## config.mk

```make
export PLATFORM = sky130hd
export DESIGN_NAME = mem_panel_ctrl
export DESIGN_NICKNAME = d
export VERILOG_FILES = /design/src/rtl/mem_panel_ctrl.sv
export SDC_FILE = /design/constraint.sdc
export NUM_CORES = 1
export LEC_CHECK = 0
export BUFFER_PORTS_ARGS = -buffer_cell sky130_fd_sc_hd__buf_2
export CAP_MARGIN = 20
export CORE_MARGIN = 2
export CORE_UTILIZATION = 35
export DETAILED_ROUTE_END_ITERATION = 8
export SYNTH_ARGS = -nofsm -noshare
export SYNTH_HDL_FRONTEND = slang
export SYNTH_SLANG_ARGS = --single-unit
```

## constraint.sdc

```tcl
create_clock -name clk -period 2.7 [get_ports clk]
set_clock_uncertainty 0.15 [all_clocks]
set_input_delay 0.27 -clock clk [delete_from_list [all_inputs] [get_ports clk]]
set_output_delay 0.27 -clock clk [all_outputs]
set_load 0.05 [all_outputs]
```

## src/rtl/mem_panel_ctrl.sv

```systemverilog
// Front-panel memory controller: debounced address/write pushbuttons drive a
// 16-bit word memory, each write is read back and verified, and the address
// optionally auto-increments after each write.

// Per-button conditioning: 2-flop synchronizer, stability counter, and a
// one-cycle press pulse on the accepted rising edge.
module mem_panel_debounce #(
  parameter int unsigned DEBOUNCE_CYCLES = 1000000
) (
  input  logic clk,
  input  logic reset,
  input  logic btn,
  output logic press
);
  localparam int unsigned CW = (DEBOUNCE_CYCLES > 1) ? $clog2(DEBOUNCE_CYCLES) : 1;
  localparam logic [CW-1:0] CNT_LAST = CW'(DEBOUNCE_CYCLES - 1);

  logic          sync1_q, sync1_d;
  logic          sync2_q, sync2_d;
  logic          stable_q, stable_d;
  logic          press_q, press_d;
  logic [CW-1:0] cnt_q, cnt_d;

  // Count while the synchronized level disagrees with the accepted level;
  // flip the accepted level once it has disagreed long enough.
  always_comb begin
    sync1_d  = btn;
    sync2_d  = sync1_q;
    stable_d = stable_q;
    cnt_d    = '0;
    press_d  = 1'b0;
    if (sync2_q != stable_q) begin
      if (cnt_q == CNT_LAST) begin
        stable_d = sync2_q;
        press_d  = sync2_q;   // only the rising edge makes a pulse
      end else begin
        cnt_d = cnt_q + CW'(1);
      end
    end
  end

  // Conditioning state registers.
  always_ff @(posedge clk) begin
    if (reset) begin
      sync1_q  <= 1'b0;
      sync2_q  <= 1'b0;
      stable_q <= 1'b0;
      press_q  <= 1'b0;
      cnt_q    <= '0;
    end else begin
      sync1_q  <= sync1_d;
      sync2_q  <= sync2_d;
      stable_q <= stable_d;
      press_q  <= press_d;
      cnt_q    <= cnt_d;
    end
  end

  assign press = press_q;
endmodule

module mem_panel_ctrl #(
  parameter int unsigned DEBOUNCE_CYCLES = 1000000,
  parameter int unsigned ADDR_MAX        = 24575,
  parameter bit          AUTO_INC        = 1'b1
) (
  input  logic        clk,
  input  logic        reset,
  input  logic [15:0] SW,
  input  logic        BTN_addr,
  input  logic        BTN_write,
  input  logic [15:0] mem_rdata,
  output logic [14:0] mem_addr,
  output logic [15:0] mem_wdata,
  output logic        mem_we,
  output logic [15:0] disp_value,
  output logic        addr_err,
  output logic        wr_err,
  output logic [15:0] write_count
);
  localparam int NUM_BTN = 2;
  localparam int BTN_ADDR_IDX  = 0;
  localparam int BTN_WRITE_IDX = 1;
  localparam logic [14:0] ADDR_LAST = 15'(ADDR_MAX);

  typedef enum logic [1:0] {
    S_IDLE   = 2'd0,
    S_WRITE  = 2'd1,
    S_VERIFY = 2'd2,
    S_INC    = 2'd3
  } state_t;

  logic [NUM_BTN-1:0] btn_raw;
  logic [NUM_BTN-1:0] press;

  assign btn_raw = {BTN_write, BTN_addr};

  for (genvar g = 0; g < NUM_BTN; g++) begin : g_btn
    mem_panel_debounce #(.DEBOUNCE_CYCLES(DEBOUNCE_CYCLES)) u_db (
      .clk   (clk),
      .reset (reset),
      .btn   (btn_raw[g]),
      .press (press[g])
    );
  end

  state_t      state_q, state_d;
  logic [14:0] mem_addr_q, mem_addr_d;
  logic [15:0] mem_wdata_q, mem_wdata_d;
  logic [15:0] disp_q, disp_d;
  logic        addr_err_q, addr_err_d;
  logic        wr_err_q, wr_err_d;
  logic [15:0] wcount_q, wcount_d;

  // Command FSM: presses are only honoured in IDLE, address press wins a tie.
  always_comb begin
    state_d     = state_q;
    mem_addr_d  = mem_addr_q;
    mem_wdata_d = mem_wdata_q;
    addr_err_d  = addr_err_q;
    wr_err_d    = wr_err_q;
    wcount_d    = wcount_q;
    disp_d      = mem_rdata;
    case (state_q)
      S_IDLE: begin
        if (press[BTN_ADDR_IDX]) begin
          if (SW[14:0] <= ADDR_LAST) begin
            mem_addr_d = SW[14:0];
            addr_err_d = 1'b0;
            wr_err_d   = 1'b0;
          end else begin
            addr_err_d = 1'b1;
          end
        end else if (press[BTN_WRITE_IDX]) begin
          mem_wdata_d = SW;
          state_d     = S_WRITE;
        end
      end
      S_WRITE: begin
        state_d = S_VERIFY;
      end
      S_VERIFY: begin
        // memory read is combinational, so the written word is visible now
        if (mem_rdata != mem_wdata_q) wr_err_d = 1'b1;
        if (wcount_q != 16'hFFFF) wcount_d = wcount_q + 16'd1;
        state_d = AUTO_INC ? S_INC : S_IDLE;
      end
      S_INC: begin
        mem_addr_d = (mem_addr_q == ADDR_LAST) ? 15'd0 : mem_addr_q + 15'd1;
        state_d    = S_IDLE;
      end
      default: state_d = S_IDLE;
    endcase
  end

  // Controller state registers.
  always_ff @(posedge clk) begin
    if (reset) begin
      state_q     <= S_IDLE;
      mem_addr_q  <= '0;
      mem_wdata_q <= '0;
      disp_q      <= '0;
      addr_err_q  <= 1'b0;
      wr_err_q    <= 1'b0;
      wcount_q    <= '0;
    end else begin
      state_q     <= state_d;
      mem_addr_q  <= mem_addr_d;
      mem_wdata_q <= mem_wdata_d;
      disp_q      <= disp_d;
      addr_err_q  <= addr_err_d;
      wr_err_q    <= wr_err_d;
      wcount_q    <= wcount_d;
    end
  end

  assign mem_we      = (state_q == S_WRITE);
  assign mem_addr    = mem_addr_q;
  assign mem_wdata   = mem_wdata_q;
  assign disp_value  = disp_q;
  assign addr_err    = addr_err_q;
  assign wr_err      = wr_err_q;
  assign write_count = wcount_q;
endmodule

```

# After elaboration in Yosys (flattened, before gate mapping)

Cells that the tools add are included.
W data, S select, Z words.

Input port bits: 36
Flip-flop bits (word level): 115

Reduce and logical (&&, ||, !) cells: 15
Order comparisons: 1
Multiplexer cells: 12
Equality and inequality tests: 15
Bitwise gates (word level): 5
Add/sub/neg operators: 4

Operators with widths:

| kind                    | number |
|---|---|
| $mux W15                | 3 |
| $add A20 B1 Y20 const B | 2 |
| $eq A20 B20 Y1 const B  | 2 |
| $pmux W15 S2            | 1 |
| $add A16 B1 Y16 const B | 1 |
| $ne A16 B16 Y1          | 1 |
| $ne A16 B16 Y1 const B  | 1 |
| $add A15 B1 Y15 const B | 1 |
| $eq A15 B15 Y1 const B  | 1 |
| $le A15 B15 Y1 const B  | 1 |
| $reduce_or A3 Y1        | 4 |
| $reduce_and A2 Y1       | 5 |
| $pmux W2 S4             | 1 |
| $ne A2 B2 Y1 const B    | 3 |
| $reduce_and A3 Y1       | 2 |
| $not A1 Y1              | 5 |
| $eq A2 B2 Y1 const B    | 2 |
| $mux W1                 | 4 |
| $mux W2                 | 2 |
| $ne A2 B1 Y1 const B    | 2 |
| $reduce_and A4 Y1       | 1 |
| $reduce_bool A2 Y1      | 2 |
| $eq A2 B1 Y1 const B    | 1 |
| $logic_not A2 Y1        | 1 |
| other kinds (2)         | 3 |

# Logic depth before layout (Yosys ltp)

Gate-level depths: netlist of run 1.

Depth in word-level cells: 4
Gate-level depth with buffers: 8
Depth with buffers taken out: 7

# Hierarchy

A second synthesis of run 1 with hierarchy kept.

Cells, all modules: 614
Area total of the unflattened synthesis: 5340.1 sq um

By module, submodules not included:

| module             | sequential area each (sq um) | cells an instance | instances | area each (sq um) |
|---|---|---|---|---|
| mem_panel_ctrl     | 1341.3                       | 378               | 1         | 3208.1 |
| mem_panel_debounce | 480.5                        | 118               | 2         | 1066.0 |

# Worst setup path after synthesis of run 1

No wires, ideal clock.

Path type: reg2reg
From: reg mem_addr_q[1], in the netlist mem_addr[1]
To: reg mem_addr_q[1], in the netlist mem_addr[1]
Data required time: 2.419 ns
Arrival time: 2.280 ns
Slack: 0.139 ns
Clock period less this slack: 2.561 ns
Stages on the path, launching flop included: 9
Setup time: 0.131 ns
Buffers on the path: 2
Cells stage by stage: dfxtp_1 -> ha_1 -> clkbuf_1 -> nand2_1 -> or4_4 -> and2_4 -> buf_6 -> a221oi_2 -> nor3_1

Cells in the longest elaborated chain, start to end: 3

RTL lines:

| item                                              | line | source |
|---|---|---|
| from (decl)                                       | 108  | `logic [14:0] mem_addr_q, mem_addr_d;` |
| from (signal assigned)                            | 168  | `mem_addr_q <= mem_addr_d;` |
| $add A15 B1 Y15 or $eq A15 B15 Y1 (tied branches) | 149  | `mem_addr_d = (mem_addr_q == ADDR_LAST) ? 15'd0 : mem_addr_q + 15'd1;` |
| $mux W15 (*)                                      | 149  |  |
| $pmux W15 S2 (*)                                  | 124  | `case (state_q)` |

Every way passes the cells marked *; elsewhere a longest branch is shown, timed or not.
A chain may end at the register's enable or synchronous reset.

# Final worst setup path of run 1

From: reg mem_addr_q[1], in the netlist mem_addr[1]
To: reg mem_addr_q[12], in the netlist mem_addr[12]

Same word-level chain as after synthesis.

==> results of run 1 <==
-- layout by cell type, fill, tap and decap left out, types with 11 or more instances in the layout --
master / n
inv_1: 13
buf_2: 101
nor2b_1: 20
nand3_1: 35
nand4_1: 20
a21oi_1: 33
clkbuf_16: 17
xor2_1: 53
nor3_1: 15
xnor2_1: 11
dfxtp_1: 115
dlygate4sd3_1: 30
nand2_1: 62
nor2_1: 74
and3_1: 14
-- power by group --
group	total [mW]	leakage (nW)	internal, mW	switching, mW
combinational	0.625	1.43	0.192	0.433
clock	1.85	0.235	1.18	0.671
sequential	1.85	0.933	1.77	0.0771
-- metal layers --
| metal | track usage [%] | up-vias | part of all wire [%] |
|---|---|---|---|
| met5 | 0 | - | 0 |
| met4 | 7.14 | 0 | 2.4 |
| met3 | 4.90 | 28 | 4.6 |
| met2 | 28.1 | 111 | 49 |
| met1 | 20.6 | 2149 | 44 |
| li1 | - | 2309 | - |
-- cells by family after synthesis --
kind of cell             after synthesis
flip-flops                           115
multiplexers                           5
AO/OA/AOI/OAI                         72
XOR/XNOR                              64
buffers and inverters                 39
adder cells (fa/ha/maj)                9
AND/OR/NAND/NOR                      283
-- metrics by stage --
step | cell area [sq um] | hold slack (ps) | setup slack [ps] | power, mW | cells
CTS | 6550 | 3.33 | 508 | 4.37 | 907
finish | 6550 | 3.35 | 510 | 4.32 | 907
floorplan | 5090 | 229 | 139 | 2.30 | 587
global route | 6550 | 7.86 | 270 | 4.52 | 907
detailed placement | 5770 | 284 | 542 | 2.46 | 851
global placement | 5770 | 288 | 628 | 2.45 | 851
-- path summary, 6_finish.rpt --
check,slack (ps),cells past startpoint,end
max,510,6,mem_addr[12]$_SDFFE_PP0P_
min,3,2,disp_value[12]$_SDFF_PP0_
min reg2reg,290,1,g_btn[1].u_db.sync2_q$_SDFF_PP0_
max reg2reg,510,6,mem_addr[12]$_SDFFE_PP0P_
-- worst reg2reg max path, stage by stage, from the launching register on --
cell and delay, ps:
dfxtp_1 400, ha_1 360, inv_1 70, nor4_1 440, nand2_1 120, mux2i_1 140, a2111oi_0 390
-- flip-flops by register name, indices dropped and copies added (netlist names) --
name and count:
g_btn.u_db.cnt_q 40, disp_value 16, mem_wdata 16, write_count 16, mem_addr 15, g_btn.u_db.press 2
g_btn.u_db.stable_q 2, g_btn.u_db.sync1_q 2, g_btn.u_db.sync2_q 2, state_q 2, addr_err 1, wr_err 1
-- area by class of cell --
type,count,area share [%]
Sequential cell,115,35.2
Inverter,13,0.745
Clock inverter,1,0.0764
Tap cell,184,3.52
Multi-Input combinational cell,433,40.2
Timing Repair Buffer,136,13.1
Clock buffer,25,7.26
==> results.py, run 1 <==
metrics = {
    "die": {
        "die_w_um": 125,
        "pin_count": 102,
        "fp-row-count": 44,
        "die_area_sq_mm": 0.0155,
        "start_util_pct": 35.4,
        "core-area_sq_mm": 0.0144,
        "die_h_um": 125,
    },
    "layout": {
        "fin_nets": 761,
        "final_layout_size_suffix_gt1_share_pct": 18.5,
        "multi_input_area_sq_mm": 0.00263,
        "final_util_pct": 45.6,
        "synthToLayoutAreaGrowth_pct": 28.7,
        "diodes": 0,
        "fillers": 1363,
        "seq_area_sq_mm": 0.00230,
    },
    "synth": {
        "ys_types": 53,
        "syn_area_sq_mm": 0.00509,
        "syn-instance-count": 587,
        "seq_area_frac_synth_pct": 45.2,
        "synthSimpleGateAreaFrac_pct": 28.3,
        "avgSynthCellArea_sq_um": 8.67,
        "synth-edff-count": 0,
        "synth_top_area_cell": "dfxtp_1",
        "synth_compound_area_share_pct": 9.07,
        "synth_common_cells": "dfxtp_1 (115), nor2_1 (74), nand2_1 (62), xor2_1 (53), nand3_1 (35)",
        "syn-num-nets": 632,
        "ys_top_cells_by_area": "dfxtp_1 (45%), xor2_1 (9.1%), nor2_1 (5.5%)",
        "synth.most_common_cell": "dfxtp_1",
        "synthAdderAreaFrac_pct": 2.21,
        "synth_top_family_by_area": "simple AND/OR/NAND/NOR gates",
        "ys_warn_count": 0,
        "muxShareOfSynthArea_pct": 1.01,
        "synth_top_area_share_pct": 45.2,
        "ys_ff_latch": 115,
        "async_reset_ff_share_pct": 0,
        "synth_xor_area_share_pct": 11.0,
        "ys.flop_type": "dfxtp_1",
    },
    "global_routing": {
        "grt.total_usage_pct": 17.0,
        "grt_pass1_vias": 4428,
        "grt_max_degree": 65,
        "overflow": 0,
        "grt_pass1_wl_um": 21500,
        "antenna_found_initial": 0,
    },
    "worst_setup_path": {
        "critPathCaptureType": "flop",
        "slowest_stage": "nor4_1",
        "cp_max_fo": 8,
        "cp.arrival_ps": 2320,
        "critPathLaunchType": "flop",
        "regToRegStartpoint": "mem_addr[1]$_SDFFE_PP0P_",
        "cp.required_ps": 2830,
        "worstPathCellList": "ha_1 > inv_1 > nor4_1 > nand2_1 > mux2i_1 > a2111oi_0",
        "critPathTopFamily": "simple AND/OR/NAND/NOR gates",
        "slowest_delay_ps": 440,
        "crit_buf_inv": 1,
        "crit_start": "mem_addr[1]$_SDFFE_PP0P_",
        "criticalPathCategory": "flop to flop",
    },
    "placed_design": {
        "place_hpwl_um": 9030,
        "gp_routability_congestion": 0.904,
        "io_buffers": 101,
    },
    "timing": {
        "final_max_slew_viol_count": 0,
        "min_period_ps": 2190,
        "final_hold_viol_count": 0,
        "setup_viol_count_final": 0,
        "worst_pin_slew_ps": 624,
        "finalCritPeriodShare_pct": 81.1,
        "fmax_mhz": 457,
        "fin_setup_tns_ps": 0,
        "grt_setup_unrepaired": "no",
        "slew_headroom_pct": 58.4,
    },
    "route": {
        "vias_per_cell": 5.07,
        "wl_um": 13000,
        "ant_nets": 0,
        "drc_errors": 0,
        "drt_pass1_iterations": 4,
        "avgRoutedWirePerCell_um": 14.3,
        "drtIter0Drc": 264,
        "vias": 4597,
    },
    "clocking": {
        "clock_path_buffers": 2,
        "root_buffer": "clkbuf_16",
        "ctsHoldBuffers": 30,
        "cts_made_buffers": 17,
        "htreeDepth": 4,
        "cts_tree": "done",
        "cts_sinks": 115,
        "postCtsSetupBuffers": 0,
        "clk_pin_slew_ps": 50,
        "clk_latency_ps": 400,
        "cts_resized": 0,
    },
    "power_and_ir_drop": {
        "p_per_area_mw_per_mm2": 660,
        "peakVddDrop_uv": 335,
        "p_leak_nw": 2.60,
    },
    "worst_hold_path": {
        "hold_class": "primary input to flop",
        "hold_path.startpoint": "mem_rdata[12]",
    },
    "run": {
        "maxCapViolCount": 0,
    },
    "status": {
        "status": "finished clean",
    },
}
Note: power is estimated with default switching activity, not from simulation.
==> inputs of run 2 (changes only) <==
Clock period 2.7 ns to 1.8 ns, I/O delays scaled along.
==> results.py, run 2 (synthesis results as in run 1) <==
metrics = {
    "layout": {
        "largest_reg_flops": 40,
        "layout_commonest_cell": "buf_2",
        "diodes": 0,
        "layout_common_cells": "buf_2 (100), dfxtp_1 (84), nor2_1 (73)",
        "fin_nets": 830,
        "design_area_sq_mm": 0.00756,
        "synthToLayoutAreaGrowth_pct": 48.6,
        "final_layout_size_suffix_gt1_share_pct": 34.1,
        "largest-register": "g_btn.u_db.cnt_q",
    },
    "die": {
        "die_w_um": 125,
        "core-area_sq_mm": 0.0144,
        "die_area_sq_mm": 0.0155,
        "pin_count": 102,
        "die_h_um": 125,
        "start_util_pct": 35.4,
        "fp-row-count": 44,
    },
    "timing": {
        "final_max_slew_viol_count": 0,
        "min_period_ps": 1840,
        "grt_setup_unrepaired": "yes",
        "fmax_mhz": 545,
        "finalCritPeriodShare_pct": 102,
        "setup_viol_count_final": 2,
        "fin_hold_ws_ps": 43.5,
        "worst_pin_slew_ps": 495,
        "slew_headroom_pct": 66.6,
        "final_hold_viol_count": 0,
        "timing.final.ws_setup_ps": -35.1,
    },
    "global_routing": {
        "overflow": 0,
        "grt_max_degree": 34,
        "grt.total_usage_pct": 19.1,
        "grt_pass1_wl_um": 24000,
        "grt_pass1_vias": 4896,
        "antenna_found_initial": 0,
    },
    "route": {
        "vias": 5008,
        "wl_um": 14600,
        "drc_errors": 0,
        "drtIter0Drc": 250,
        "ant_nets": 0,
        "drt_pass1_iterations": 5,
        "vias_per_cell": 5.10,
        "avgRoutedWirePerCell_um": 14.9,
    },
    "power_and_ir_drop": {
        "peakVddDrop_uv": 649,
        "p_per_area_mw_per_mm2": 990,
        "p_total_mw": 7.48,
        "p_leak_nw": 3.11,
    },
    "placed_design": {
        "place_area_sq_mm": 0.00640,
        "gp_routability_congestion": 0.855,
        "io_buffers": 101,
        "place_hpwl_um": 9940,
    },
    "clocking": {
        "cts_tree": "done",
        "cts_sinks": 115,
        "clk_pin_slew_ps": 50,
        "root_buffer": "clkbuf_16",
        "clk_latency_ps": 420,
        "cts_made_buffers": 17,
        "htreeDepth": 4,
        "clock_path_buffers": 2,
    },
    "worst_setup_path": {
        "worstPathCellList": "nand4b_1 > or4_4 > and2_4 > a221oi_4 > a211oi_2",
        "critPathLaunchType": "flop",
        "cp.arrival_ps": 1970,
        "criticalPathCategory": "flop to flop",
        "cp_max_fo": 7,
        "critPathCaptureType": "flop",
        "slowest_stage": "or4_4",
        "slowest_delay_ps": 550,
        "cp.required_ps": 1940,
        "critPathTopFamily": "simple AND/OR/NAND/NOR gates",
        "crit_buf_inv": 0,
    },
    "status": {
        "status": "complete, but fails checks",
        "violations": "negative setup slack",
    },
    "run": {
        "maxCapViolCount": 0,
    },
    "worst_hold_path": {
        "hold_class": "primary input to flop",
    },
}
-- run 2: cell count changes in the layout (fill, tap and decap cells not counted), sizes merged --
cell / before / now
clkinvlp: 0 / 2
clkinv: 1 / 4
bufbuf: 0 / 1
bufinv: 0 / 2
buf: 106 / 171
dlygate4sd3: 30 / 32
-- run 2: layout make-up --
| cell class | count | area, sq um |
|---|---|---|
| flip-flops and latches | 115 | 2390 |
| repair buffers | 205 | 1440 |
| clock buffers | 24 | 523 |
| fillers | 1295 | 6810 |
| multi-input cells | 433 | 2840 |
| inverters | 13 | 48.8 |
| clock inverters | 8 | 95.1 |
| well taps | 184 | 230 |
-- run 2: timing repair --
item	4_1_cts	5_1_grt
cloned	1	0
setup endpoints to repair	8	49
gates resized for setup	7	27
setup buffers	0	4
hold buffers	32	0
pin swaps	1	9
endpoints found under the hold margin	37	0
-- run 2: report_power, final --
| part | total, mW | switching, mW | leakage [nW] | internal (mW) |
|---|---|---|---|---|
| sequential | 2.75 | 0.0932 | 0.953 | 2.66 |
| clock | 3.46 | 1.17 | 0.303 | 2.29 |
| combinational | 1.27 | 0.782 | 1.85 | 0.491 |
-- run 2: per-layer routing --
metal | vias to the layer above | track usage (%) | part of all wire (%)
met5 | - | 0 | 0
met4 | 0 | 10.3 | 3.9
met3 | 44 | 4.42 | 4.5
met2 | 146 | 30.2 | 46
met1 | 2368 | 24.0 | 45
li1 | 2450 | - | -
-- run 2: metrics by stage --
stage | setup WS [ps] | TNS, ps | utilization (%) | std cells
CTS | -42.4 | -103 | 51.6 | 978
global route | -74.3 | -320 | 52.6 | 982
detailed placement | -91.9 | -191 | 44.5 | 913
finish | -35.1 | -58.0 | 52.6 | 982
floorplan | -209 | -1520 | - | 587
global placement | 22.7 | 0 | 44.5 | 913
-- run 2: worst paths after layout --
path,start,endpoint,slack [ps],depth (start not counted)
setup / recovery,mem_addr[13]$_SDFFE_PP0P_,mem_addr[0]$_SDFFE_PP0P_,-40,5
hold reg to reg,g_btn[1].u_db.sync1_q$_SDFF_PP0_,g_btn[1].u_db.sync2_q$_SDFF_PP0_,290,1
hold / removal,SW[13],mem_wdata[13]$_SDFFE_PP0P_,40,4
setup reg to reg,mem_addr[13]$_SDFFE_PP0P_,mem_addr[0]$_SDFFE_PP0P_,-40,5
-- run 2: worst reg2reg max path: stages (launching register included) --
cell	delay, ps
dfxtp_2	320
nand4b_1	190
or4_4	550
and2_4	200
a221oi_4	240
a211oi_2	60
